File: config.mk
export PLATFORM = sky130hd
export DESIGN_NAME = spwm_duty_decoder_flat
export DESIGN_NICKNAME = d
export VERILOG_FILES = /design/src/rtl/spwm_duty_decoder_if.sv /design/src/rtl/spwm_duty_decoder.sv /design/src/flat_wrapper.sv
export SDC_FILE = /design/constraint.sdc
export NUM_CORES = 1
export LEC_CHECK = 0
export CELL_PAD_IN_SITES_DETAIL_PLACEMENT = 1
export CELL_PAD_IN_SITES_GLOBAL_PLACEMENT = 2
export CORE_MARGIN = 4
export CORE_UTILIZATION = 34
export DETAILED_ROUTE_END_ITERATION = 7
export PLACE_DENSITY_LB_ADDON = 0.1
export SLEW_MARGIN = 15
export SYNTH_ARGS = -nofsm -noshare
export SYNTH_HDL_FRONTEND = slang
export SYNTH_SLANG_ARGS = --single-unit
export TNS_END_PERCENT = 1
File: constraint.sdc
create_clock -name clk -period 2.28 [get_ports clk]
set_input_delay 0.456 -clock clk [delete_from_list [all_inputs] [get_ports clk]]
set_output_delay 0.456 -clock clk [all_outputs]
set_load 0.005 [all_outputs]
File: src/rtl/spwm_duty_decoder_if.sv
// Bundles the PWM input line and the duty/period report of spwm_duty_decoder.
// The slave side is the decoder; the master side drives the line and consumes reports.
interface spwm_duty_decoder_if #(
  parameter int CNT_W = 13
);
  logic             pwm_in;
  logic [CNT_W-1:0] duty;
  logic [CNT_W-1:0] period;
  logic             duty_valid;
  logic             stuck;

  modport slave (
    input  pwm_in,
    output duty,
    output period,
    output duty_valid,
    output stuck
  );

  modport master (
    output pwm_in,
    input  duty,
    input  period,
    input  duty_valid,
    input  stuck
  );
endinterface

File: src/rtl/spwm_duty_decoder.sv
// Measures high time and period of an asynchronous PWM line between rising edges.
// Optional glitch filter on the synchronized line: define PWM_GLITCH_FILTER_EN.
module spwm_duty_decoder #(
  parameter int CNT_W      = 13,
  parameter int TIMEOUT    = 8191,
  parameter int GLITCH_LEN = 3
) (
  input  logic                clk,
  input  logic                rst,
  spwm_duty_decoder_if.slave  bus
);

`ifdef PWM_GLITCH_FILTER_EN
  localparam bit FILT_ON = 1'b1;
`else
  localparam bit FILT_ON = 1'b0;
`endif

  localparam logic [CNT_W-1:0] CNT_MAX = '1;
  localparam logic [CNT_W-1:0] TMO     = CNT_W'(TIMEOUT);
  localparam logic [CNT_W-1:0] TMO_M1  = CNT_W'(TIMEOUT - 1);
  localparam logic [CNT_W-1:0] ONE     = CNT_W'(1);
  // Cycles until pwm_d reflects the real line rather than the reset zeros in the input path.
  localparam int SETTLE = 3 + (FILT_ON ? GLITCH_LEN : 0);
  localparam int SET_W  = $clog2(SETTLE + 1);

  typedef enum logic [1:0] {
    IDLE  = 2'd0,
    MEAS  = 2'd1,
    STUCK = 2'd2
  } state_t;

  function automatic logic [CNT_W-1:0] sat_inc(input logic [CNT_W-1:0] v, input logic en);
    if (en && (v != CNT_MAX)) return v + ONE;
    return v;
  endfunction

  logic             sync1_q, sync2_q;
  logic             pwm_s, pwm_f, pwm_d_q, rise;
  logic [SET_W-1:0] settle_q;
  logic             settled;
  state_t           state_q;
  logic [CNT_W-1:0] per_cnt_q, hi_cnt_q;
  logic [CNT_W-1:0] per_cnt_d, hi_cnt_d;
  logic [CNT_W-1:0] duty_q, period_q;
  logic             dv_q, stuck_q;

  always_ff @(posedge clk) begin
    if (rst) begin
      sync1_q <= 1'b0;
      sync2_q <= 1'b0;
    end else begin
      sync1_q <= bus.pwm_in;
      sync2_q <= sync1_q;
    end
  end

  assign pwm_s = sync2_q;

`ifdef PWM_GLITCH_FILTER_EN
  localparam int GW = (GLITCH_LEN > 1) ? $clog2(GLITCH_LEN) : 1;
  localparam logic [GW-1:0] G_LAST = GW'(GLITCH_LEN - 1);

  logic          filt_q;
  logic [GW-1:0] gcnt_q;

  // Flip only after pwm_s has disagreed with the filtered level GLITCH_LEN cycles in a row.
  always_ff @(posedge clk) begin
    if (rst) begin
      filt_q <= 1'b0;
      gcnt_q <= '0;
    end else if (pwm_s != filt_q) begin
      if (gcnt_q == G_LAST) begin
        filt_q <= pwm_s;
        gcnt_q <= '0;
      end else begin
        gcnt_q <= gcnt_q + GW'(1);
      end
    end else begin
      gcnt_q <= '0;
    end
  end

  assign pwm_f = filt_q;
`else
  assign pwm_f = pwm_s;
`endif

  always_ff @(posedge clk) begin
    if (rst) begin
      pwm_d_q  <= 1'b0;
      settle_q <= '0;
    end else begin
      pwm_d_q <= pwm_f;
      if (!settled) settle_q <= settle_q + SET_W'(1);
    end
  end

  assign settled   = (settle_q == SET_W'(SETTLE));
  assign rise      = pwm_f & ~pwm_d_q & settled;
  assign per_cnt_d = sat_inc(per_cnt_q, 1'b1);
  assign hi_cnt_d  = sat_inc(hi_cnt_q, pwm_f);

  always_ff @(posedge clk) begin
    if (rst) begin
      state_q   <= IDLE;
      per_cnt_q <= '0;
      hi_cnt_q  <= '0;
      duty_q    <= '0;
      period_q  <= '0;
      dv_q      <= 1'b0;
      stuck_q   <= 1'b0;
    end else begin
      dv_q <= 1'b0;
      case (state_q)
        IDLE: begin
          if (rise) begin
            state_q   <= MEAS;
            per_cnt_q <= ONE;
            hi_cnt_q  <= ONE;
          end else begin
            per_cnt_q <= '0;
            hi_cnt_q  <= '0;
          end
        end
        MEAS: begin
          if (rise) begin
            duty_q    <= hi_cnt_q;
            period_q  <= per_cnt_q;
            dv_q      <= 1'b1;
            per_cnt_q <= ONE;
            hi_cnt_q  <= ONE;
          end else if (per_cnt_q >= TMO) begin
            state_q   <= STUCK;
            duty_q    <= pwm_f ? TMO : '0;
            period_q  <= TMO;
            dv_q      <= 1'b1;
            stuck_q   <= 1'b1;
            per_cnt_q <= '0;
            hi_cnt_q  <= '0;
          end else begin
            per_cnt_q <= per_cnt_d;
            hi_cnt_q  <= hi_cnt_d;
          end
        end
        STUCK: begin
          if (rise) begin
            state_q   <= MEAS;
            stuck_q   <= 1'b0;
            per_cnt_q <= ONE;
            hi_cnt_q  <= ONE;
          end else if (per_cnt_q >= TMO_M1) begin
            // Counting restarts from 0 here, so TIMEOUT-1 keeps repeats exactly TIMEOUT apart.
            duty_q    <= pwm_f ? TMO : '0;
            period_q  <= TMO;
            dv_q      <= 1'b1;
            per_cnt_q <= '0;
            hi_cnt_q  <= '0;
          end else begin
            per_cnt_q <= per_cnt_d;
            hi_cnt_q  <= hi_cnt_d;
          end
        end
        default: begin
          state_q   <= IDLE;
          per_cnt_q <= '0;
          hi_cnt_q  <= '0;
        end
      endcase
    end
  end

  assign bus.duty       = duty_q;
  assign bus.period     = period_q;
  assign bus.duty_valid = dv_q;
  assign bus.stuck      = stuck_q;

  a_duty_le_period: assert property (@(posedge clk) disable iff (rst) duty_q <= period_q);
  a_stuck_state:    assert property (@(posedge clk) disable iff (rst) stuck_q |-> (state_q == STUCK));

endmodule

File: src/flat_wrapper.sv
// flat-port wrapper written by rule: the top's interface ports become plain ports
module spwm_duty_decoder_flat 
#(
  parameter int CNT_W      = 13,
  parameter int TIMEOUT    = 8191,
  parameter int GLITCH_LEN = 3
)
  (clk, rst, bus_pwm_in, bus_duty, bus_period, bus_duty_valid, bus_stuck);
  spwm_duty_decoder_if #(.CNT_W(CNT_W)) bus_i ();
  input  logic clk;
  input  logic rst;
  input wire logic [$bits(bus_i.pwm_in)-1:0] bus_pwm_in;
  output wire logic [$bits(bus_i.duty)-1:0] bus_duty;
  output wire logic [$bits(bus_i.period)-1:0] bus_period;
  output wire logic [$bits(bus_i.duty_valid)-1:0] bus_duty_valid;
  output wire logic [$bits(bus_i.stuck)-1:0] bus_stuck;
  assign bus_i.pwm_in = bus_pwm_in;
  assign bus_duty = bus_i.duty;
  assign bus_period = bus_i.period;
  assign bus_duty_valid = bus_i.duty_valid;
  assign bus_stuck = bus_i.stuck;
  spwm_duty_decoder #(.CNT_W(CNT_W), .TIMEOUT(TIMEOUT), .GLITCH_LEN(GLITCH_LEN)) u_core (.clk(clk), .rst(rst), .bus(bus_i));
endmodule
==> impl_results.md, run 1 <==
- Endpoints failing hold: 0
- Worst Setup Path Type: flop to flop
- Internal power: 1.850 mW
- Layout cells sized above 1: 0.1264
- Net Switching: 0.4967 mW
- Post-Route Skew: 6.889 ps
- CTS tree: done
- Status: finished clean
- Critical Path Sink: u_core.bus.period[1]$_SDFFE_PP0P_
- Post-Syn Nets: 331
- # clock sinks: 61
- Relative slew margins: 0.5088
- First-pass GRT wire length: 11760 um
- Hold Crit Class: flop to flop
- Register area share after synthesis: 0.4334
- Post-DR vias/cell: 5.013
- CP Data Arrival Time: 2330 ps
- Minimum clock period: 2087 ps
- Beginning of the critical path: u_core.per_cnt_q[7]$_SDFF_PP0_
- GRT Residual Overflow: 0
- TritonCTS buffer count: 9
- Yosys cell types: 41
- Asr flop ratio synth: 0
- Multi-input gate area: 1448 sq um
- CTS clock-pin slew for the worst setup and hold paths: 70 ps
- Max rail drop VDD: 0.2453 mV
- Routability cong.: 0.7999
- Core area: 7888 sq um
- Fillers: 938
- Max-cap viol count: 0
- CP required: 2530 ps
- Worst R2R Start: u_core.per_cnt_q[7]$_SDFF_PP0_
- Leak: 1.242 nW
- I/O Buffers: 30
- Antenna violations before repair: 0
- Setup TNS: 0 ps
- Vert. Die Dim: 99.04 um
- CP Max Fanout: 26
- Final setup fails: 0
- Pwr dens: 666.9 nW/um^2
- Die area: 9808 sq um
- Routed Antenna Nets: 0
- CTS Buffer Depth: 2
- Switching share of power: 0.2116
- Worst reg2reg path depth: 6
- Total wire length: 6810 um
- Synthesized area: 2818 sq um
- Worst skew pair latency: 330 ps
- DRC: 0
- Top FF cell, synth: dfxtp_1
- Worst slew pin tran: 734.1 ps
- RSZ-0062 raised after global routing: no
- Final Slew Violations: 0
- Hold slack: 439.1 ps
- Die X: 99.04 um
- Reg power frac: 0.464
- Largest net degree at the start of global routing: 27
- Drt wl/cell: 14.61 um
- Initial DRC Count: 73
- Worst setup EP type: flop
- Peak Freq: 479.2 MHz
- CTS Hold Bufs: 0
- HPWL after DPL: 5002 um
- Root Driver: clkbuf_8
- I/O Pins: 31
- Initial DRT Pass Iterations: 4
- CP startpoint kind: flop
- Placement row count: 32
- Setup slack, reg-to-reg: 190 ps
- Gr usage total: 0.1500
- Initial Util: 0.3572
- RR Endpoint: u_core.bus.period[1]$_SDFFE_PP0P_
- Syn-to-layout area delta: 24.91%
- Yosys warnings: 0
- Power share of the clock group: 0.496
- Register area: 1227 sq um
- Number of global-route vias before repair: 2368
- Antenna diodes: 0
- H-tree depth: 3
- Count of state elements after synthesis: 61
- Gate power share: 0.040
- Syn Inst Count: 320
- Syn_area_per_cell: 8.805 sq um
- Routed via count: 2336
- EDFF count, synth: 0
- Final net count: 370
- Tcrit/Tclk final: 0.9153
## per-stage QoR
step	setup WS (ps)	util	cells	instance area (sq um)	power, mW
2_1_floorplan	311.8	-	320	2818	1.176
3_3_place_gp	174.6	0.4151	450	3274	1.208
3_5_place_dp	142.1	0.4151	450	3274	1.211
4_1_cts	107.4	0.4454	466	3513	2.389
5_1_grt	18.41	0.4462	466	3520	2.449
6_report	193.0	0.4462	466	3520	2.347
## layer usage
metal | vias to the layer above | share of wire | GRT usage
met5 | - | 0 | 0
met4 | 0 | 0.020 | 0.06408
met3 | 9 | 0.031 | 0.03185
met2 | 31 | 0.41 | 0.2123
met1 | 1109 | 0.54 | 0.2179
li1 | 1187 | - | -
## state kept, by name, indices dropped and copies added, names as in the netlist
register,cells
u_core.settle_q,2
u_core.pwm_d_q,1
u_core.bus.stuck,1
u_core.bus.duty,13
u_core.per_cnt_q,13
u_core.hi_cnt_q,13
u_core.bus.period,13
u_core.sync1_q,1
u_core.pwm_f,1
u_core.state_q,2
u_core.bus.duty_valid,1
## layout make-up
class	instances	area share
clock inverters	6	0.03164
well taps	102	0.03626
flip-flops and latches	61	0.3487
repair buffers	42	0.1145
inverters	20	0.02133
multi-input cells	225	0.4113
clock buffers	10	0.03626
## cells in the final DEF, fill, tap and decap left out, drive strengths merged, types with 2 or more instances in the layout
cell type and count:
nand3 16, nand3b 2, clkbuf 10, xor2 3
nor4 7, ha 8, and3 4, a311oi 2
a21oi 5, xnor2 16, clkinv 2, a211oi 15
dfxtp 61, nand2b 14, nor3 8, nor2b 2
buf 12, nand2 17, or4 4, bufinv 3
mux2i 15, o21ai 19, inv 20, nor2 50
clkdlybuf4s50 30, nand4 6
## worst min-delay path by stage
stage | startpoint | to | slack [ps] | cells past startpoint
CTS | u_core.sync1_q$_SDFF_PP0_ | u_core.pwm_f$_SDFF_PP0_ | 440 | 1
detailed placement | u_core.sync1_q$_SDFF_PP0_ | u_core.pwm_f$_SDFF_PP0_ | 430 | 1
finish | u_core.sync1_q$_SDFF_PP0_ | u_core.pwm_f$_SDFF_PP0_ | 440 | 1
floorplan | u_core.sync1_q$_SDFF_PP0_ | u_core.pwm_f$_SDFF_PP0_ | 410 | 1
global placement | u_core.sync1_q$_SDFF_PP0_ | u_core.pwm_f$_SDFF_PP0_ | 430 | 1
global route | u_core.sync1_q$_SDFF_PP0_ | u_core.pwm_f$_SDFF_PP0_ | 450 | 1
## cell usage after synthesis, types with 5 or more instances
cell type | instances | area, sq um
inv_1 | 20 | 75.07
dfxtp_1 | 61 | 1221
clkbuf_1 | 7 | 26.28
nand2_1 | 16 | 60.06
o21ai_0 | 19 | 95.09
nand4_1 | 6 | 37.54
nand2b_1 | 14 | 87.58
nor3_1 | 8 | 40.04
buf_2 | 5 | 25.02
nand3_1 | 15 | 75.07
xnor2_1 | 16 | 140.1
mux2i_1 | 15 | 150.1
a211oi_2 | 7 | 87.58
nor2_1 | 50 | 187.7
nor4_1 | 7 | 43.79
ha_1 | 8 | 100.1
a211oi_1 | 8 | 60.06
## worst max-delay path: stages, from the launching register on
cell      delay (ps)
dfxtp_1          440
nand3_2          150
or4_1            600
a21oi_2          210
o221ai_2         140
buf_12           190
a211oi_1         260
## power groups by stage
stage                     logic (mW)  clock network (mW)  registers (mW)
after floorplan               0.0631                   0            1.11
after global placement        0.0940                   0            1.11
after detailed placement      0.0957                   0            1.12
after CTS                     0.0961                1.20            1.09
after global routing           0.108                1.25            1.09
final                         0.0934                1.16            1.09
## what timing repair did
| action | 4_1_cts | 5_1_grt |
|---|---|---|
| resized for setup | 0 | 5 |
| endpoints found under the hold margin | 0 | 0 |
| endpoints found under the setup margin | 0 | 2 |
| buffers inserted | 0 | 0 |
## logic make-up after synthesis
kind of cell,Yosys count,synth area share
and+or+nand+nor,135,0.2376
AOI/OAI and AO/OA,48,0.1283
muxes,15,0.05328
DFF,61,0.4334
xor gates and xnor gates,19,0.05906
adders and majority gates,8,0.03553
buffers and inverters,34,0.05284
No activity file was read; power rests on OpenSTA's default activity.
==> run 2, diff against run 1 <==
Settings changed: CORE_ASPECT_RATIO set to 1.75.
==> impl_results.md, run 2 (same netlist as run 1, synthesis figures left out) <==
- Hold Crit Class: flop to flop
- GRT Residual Overflow: 0 (unchanged)
- Fin util: 0.4558 (+0.009527)
- Leak: 1.321 nW (+6.4%)
- Setup WS post-layout: 163.2 ps (-29.77 ps)
- Final setup fails: 0 (unchanged)
- Placed Area: 3316 sq um (+1.3%)
- Final net count: 376 (+1.6%)
- Tcrit/Tclk final: 0.9284 (+0.01306)
- Minimum clock period: 2117 ps (+29.77 ps)
- Dpl ws: 132.5 ps (-9.588 ps)
- Relative slew margins: 0.6628 (+0.1540)
- Fillers: 930 (-0.85%)
- Post-Place Cells: 444 (-1.3%)
- HP Start: u_core.sync1_q$_SDFF_PP0_
- Core area: 8016 sq um (+1.6%)
- Max rail drop VDD: 0.3533 mV (+44%)
- Most frequent cells in the layout: dfxtp_1, nor2_1, clkdlybuf4s50_1
- CP Data Arrival Time: 2370 ps (+40 ps)
- Worst R2R Start: u_core.per_cnt_q[0]$_SDFF_PP0_
- Initial DRC Count: 38 (-48%)
- HPWL after DPL: 5524 um (+10%)
- RSZ-0062 raised after global routing: no
- Final total power: 2.672 mW (+14%)
- Routability cong.: 0.8048 (+0.61%)
- Die X: 76.82 um (-22%)
- Antenna diodes: 0 (unchanged)
- Post-DR vias/cell: 5.259 (+4.9%)
- Die area: 9865 sq um (+0.58%)
- I/O Buffers: 30 (unchanged)
- Antenna violations before repair: 0 (unchanged)
- Commonest non-fill, non-tap cell in the layout: dfxtp_1
- Worst setup EP type: flop
- Total wire length: 7356 um (+8.0%)
- Setup TNS: 0 ps (unchanged)
- Placement row count: 43 (+34%)
- Vert. Die Dim: 128.4 um (+30%)
- Routed Antenna Nets: 0 (unchanged)
- CP required: 2530 ps (about the same)
- Final Slew Violations: 0 (unchanged)
- CTS tree: done
- Post-route non-filler standard cell count: 460 (-1.3%)
- TritonCTS buffer count: 9 (unchanged)
- Largest net degree at the start of global routing: 24 (-11%)
- Post-Route Skew: 7.573 ps (+0.6836 ps)
- Initial Util: 0.3515 (-0.005743)
- DRC: 0 (unchanged)
- Worst Setup Path Type: flop to flop
- Worst skew pair latency: 330 ps (about the same)
- Routed via count: 2419 (+3.6%)
- Worst slew pin tran: 502.4 ps (-231.7 ps)
- Drt wl/cell: 15.99 um (+9.4%)
- H-tree depth: 3 (unchanged)
- Peak Freq: 472.4 MHz (-1.4%)
- Layout cells sized above 1: 0.1351 (+0.008762)
- First-pass GRT wire length: 12720 um (+8.2%)
- Post-route cell area: 3654 sq um (+3.8%)
- Max-cap viol count: 0 (unchanged)
- Number of global-route vias before repair: 2602 (+9.9%)
- Status: finished clean
- # clock sinks: 61 (unchanged)
- Beginning of the critical path: u_core.per_cnt_q[0]$_SDFF_PP0_
- Syn-to-layout area delta: 29.66%
- CTS Buffer Depth: 2 (unchanged)
- Pwr dens: 731.4 nW/um^2 (+9.7%)
- CP Max Fanout: 20 (-23%)
- CP startpoint kind: flop
- I/O Pins: 31 (unchanged)
- Endpoints failing hold: 0 (unchanged)
- Initial DRT Pass Iterations: 4 (unchanged)
- CTS clock-pin slew for the worst setup and hold paths: 60 ps (about the same)
- Hold slack: 439.2 ps (+0.03200 ps)
- Gr usage total: 0.1655 (+0.01543)
- Root Driver: clkbuf_16
## run 2: changes by cell type in the layout (fill, tap and decap cells not counted)
cell	before	now
a21oi_4	0	1
clkinv_4	1	0
o221ai_2	1	0
clkinv_2	1	2
clkbuf_8	9	2
buf_4	11	17
clkinvlp_4	1	0
a21oi_2	1	0
o221ai_4	0	1
dfxtp_1	56	58
clkbuf_16	0	9
bufinv_16	3	2
dfxtp_2	5	3
## run 2: path summary, 6_finish.rpt
kind,slack [ps],cells past startpoint,endpoint
setup / recovery,160,8,u_core.bus.period[6]$_SDFFE_PP0P_
hold / removal,440,1,u_core.pwm_f$_SDFF_PP0_
setup reg to reg,160,8,u_core.bus.period[6]$_SDFFE_PP0P_
hold reg to reg,440,1,u_core.pwm_f$_SDFF_PP0_
## run 2: final cells by class
cell class,count,area [sq um],area share
Clock buffer,12,256.5,0.07021
Tap cell,90,112.6,0.03082
Sequential cell,61,1225,0.3353
Multi-Input combinational cell,225,1466,0.4014
Clock inverter,4,70.07,0.01918
Inverter,20,75.07,0.02055
Timing Repair Buffer,48,447.9,0.1226
## run 2: where the power goes
group	internal, mW	switching (mW)
combinational	0.0439	0.0524
sequential	1.08	0.00986
clock	1.01	0.471
## run 2: worst max-delay path, stage by stage, from the launching register on
cell,delay [ps]
dfxtp_1,360
inv_1,120
ha_1,150
nand4_1,80
or4_1,500
a21oi_4,200
o221ai_4,170
buf_12,210
a211oi_2,220
## run 2: repair_timing
item / in CTS / in global routing
hold buffers: 0 / 0
setup endpoints to repair: 0 / 5
setup buffers: 0 / 0
resized for setup: 0 / 4
## run 2: per-layer routing
metal,global-route usage,share of wire
met1,0.1613,0.38
met2,0.3289,0.58
met3,0.03431,0.022
met4,0.07150,0.020
met5,0,0
==> run 3, diff against run 2 <==
Settings changed: SETUP_SLACK_MARGIN set to 0.1.
==> impl_results.md, run 3 (same netlist as run 1, synthesis figures left out) <==
- Post-route non-filler standard cell count: 460 (unchanged)
- Min-Delay Path Depth: 1 (unchanged)
- Post-DR vias/cell: 5.263 (about the same)
- Placement row count: 43 (unchanged)
- # clock sinks: 61 (unchanged)
- Routability cong.: 0.8048 (unchanged)
- Max rail drop VDD: 0.3532 mV (about the same)
- Critical-path cell list: buf_4 > inv_1 > or4_4 > a21oi_4 > o221ai_4 > buf_12 > a211oi_2
- HP Start: u_core.sync1_q$_SDFF_PP0_
- Fin util: 0.4573 (+0.001560)
- I/O Buffers: 30 (unchanged)
- I/O Pins: 31 (unchanged)
- Gr usage total: 0.1655 (unchanged)
- Final net count: 376 (unchanged)
- Worst slew pin tran: 512.9 ps (+10.56 ps)
- Layout cells sized above 1: 0.1486 (+0.01351)
- Initial DRC Count: 33 (-13%)
- GRT Max-Usage Layer: met2
- Peak Freq: 486.8 MHz (+3.0%)
- Worst reg2reg path depth: 7 (-1)
- Hold slack: 439.2 ps (unchanged)
- GRT Residual Overflow: 0 (unchanged)
- Minimum clock period: 2054 ps (-62.41 ps)
- Critical path's slowest cell: or4_4
- CP Data Arrival Time: 2300 ps (-70 ps)
- CTS Hold Bufs: 0 (unchanged)
- Worst setup EP type: flop
- Leak: 1.325 nW (+0.30%)
- CTS clock-pin slew for the worst setup and hold paths: 60 ps (about the same)
- Worst skew pair latency: 330 ps (about the same)
- RR Endpoint: u_core.bus.period[6]$_SDFFE_PP0P_
- Core area: 8016 sq um (unchanged)
- Initial DRT Pass Iterations: 4 (unchanged)
- Final total power: 2.673 mW (about the same)
- Worst R2R Start: u_core.per_cnt_q[1]$_SDFF_PP0_
- Syn-to-layout area delta: 30.11%
- Die area: 9865 sq um (unchanged)
- Hold Crit Class: flop to flop
- CTS Buffer Depth: 2 (unchanged)
- TritonCTS buffer count: 9 (unchanged)
- Met3 usage: 0.03431 (unchanged)
- HPWL after DPL: 5524 um (unchanged)
- Initial Util: 0.3515 (unchanged)
- H-tree depth: 3 (unchanged)
- Relative slew margins: 0.6557 (-0.007087)
- CP startpoint kind: flop
- Routed via count: 2421 (+0.083%)
- Routed Antenna Nets: 0 (unchanged)
- Fillers: 926 (-0.43%)
- Endpoints failing hold: 0 (unchanged)
- RSZ-0062 raised after global routing: yes
- CTS tree: done
- Post-Route Skew: 7.492 ps (-0.08019 ps)
- Pwr dens: 729.1 nW/um^2 (-0.32%)
- Slowest stage delay, CP: 560 ps (+60 ps)
- Status: finished clean
- CP required: 2530 ps (about the same)
- Setup slack, reg-to-reg: 230 ps (+60 ps)
- Worst Setup Path Type: flop to flop
- Commonest non-fill, non-tap cell in the layout: dfxtp_1
- Final setup fails: 0 (unchanged)
- Die X: 76.82 um (unchanged)
- Final Slew Violations: 0 (unchanged)
- Antenna diodes: 0 (unchanged)
- Most frequent cells in the layout: dfxtp_1, nor2_1, clkdlybuf4s50_1
- Drt wl/cell: 15.99 um (about the same)
- Total wire length: 7355 um (about the same)
- Root Driver: clkbuf_16
- Vert. Die Dim: 128.4 um (unchanged)
- Tcrit/Tclk final: 0.9010 (-0.02737)
- Largest net degree at the start of global routing: 24 (unchanged)
- CP Max Fanout: 20 (unchanged)
- Max-cap viol count: 0 (unchanged)
- Antenna violations before repair: 0 (unchanged)
- First-pass GRT wire length: 12720 um (unchanged)
- Number of global-route vias before repair: 2602 (unchanged)
- Hold EP: u_core.pwm_f$_SDFF_PP0_
- Post-Place Cells: 444 (unchanged)
- DRC: 0 (unchanged)
- Met1 usage: 0.1613 (unchanged)
- Setup TNS: 0 ps (unchanged)
- Met2 usage: 0.3289 (unchanged)
[run 3: changes by cell type in the layout (fill, tap and decap cells not counted)]
cell     delta
nor3b_2     +1
or4_4       +1
or4_1       -1
dfxtp_2     +3
nor3b_1     -1
dfxtp_1     -3
[run 3: how the worst max path moves through the flow]
stage                              startpoint                                end  slack, ps  depth (start not counted)
2_1_floorplan  u_core.per_cnt_q[1]$_SDFF_PP0_  u_core.bus.period[3]$_SDFFE_PP0P_        310                          8
3_3_place_gp   u_core.per_cnt_q[0]$_SDFF_PP0_  u_core.bus.period[4]$_SDFFE_PP0P_        170                          8
3_5_place_dp   u_core.per_cnt_q[0]$_SDFF_PP0_  u_core.bus.period[5]$_SDFFE_PP0P_        130                          8
4_1_cts        u_core.per_cnt_q[0]$_SDFF_PP0_  u_core.bus.period[6]$_SDFFE_PP0P_        110                          8
5_1_grt        u_core.per_cnt_q[8]$_SDFF_PP0_  u_core.bus.period[4]$_SDFFE_PP0P_         80                          6
6_report       u_core.per_cnt_q[1]$_SDFF_PP0_  u_core.bus.period[6]$_SDFFE_PP0P_        230                          7
[run 3: layout make-up]
| cell class | instances | area (sq um) | area share |
|---|---|---|---|
| clock buffer | 12 | 256.5 | 0.06997 |
| clock inverter | 4 | 70.07 | 0.01911 |
| inverter | 20 | 75.07 | 0.02048 |
| multi-input combinational | 225 | 1475 | 0.4024 |
| sequential | 61 | 1229 | 0.3352 |
| tap | 90 | 112.6 | 0.03072 |
| timing repair buffer | 48 | 447.9 | 0.1222 |
[run 3: what timing repair did]
action / 4_1_cts / 5_1_grt
resized for setup: 0 / 9
endpoints found under the setup margin: 0 / 23
buffers inserted: 0 / 0
[run 3: power by group]
| group | switching [mW] | total, mW | leakage [nW] | internal [mW] |
|---|---|---|---|---|
| Sequential | 0.00998 | 1.09 | 0.495 | 1.08 |
| Clock | 0.471 | 1.48 | 0.163 | 1.01 |
| Combinational | 0.0524 | 0.0966 | 0.667 | 0.0441 |
[run 3: metal layers]
| metal | routed length (um) | share of wire |
|---|---|---|
| met1 | 2753 | 0.37 |
| met2 | 4285 | 0.58 |
| met3 | 168 | 0.023 |
| met4 | 147 | 0.020 |
| met5 | 0 | 0 |
[run 3: stage by stage]
stage	instance area [sq um]	setup WS, ps
floorplan	2818	311.8
global placement	3316	170.3
detailed placement	3316	132.5
CTS	3642	106.7
global route	3666	84.69
finish	3666	225.7
[run 3: worst max-delay path: cells and delay by family, from the launching register on]
family	cells	cell delay [ps]
compound gates	3	590
simple gates	1	560
buf+inv	3	410
flops	1	390
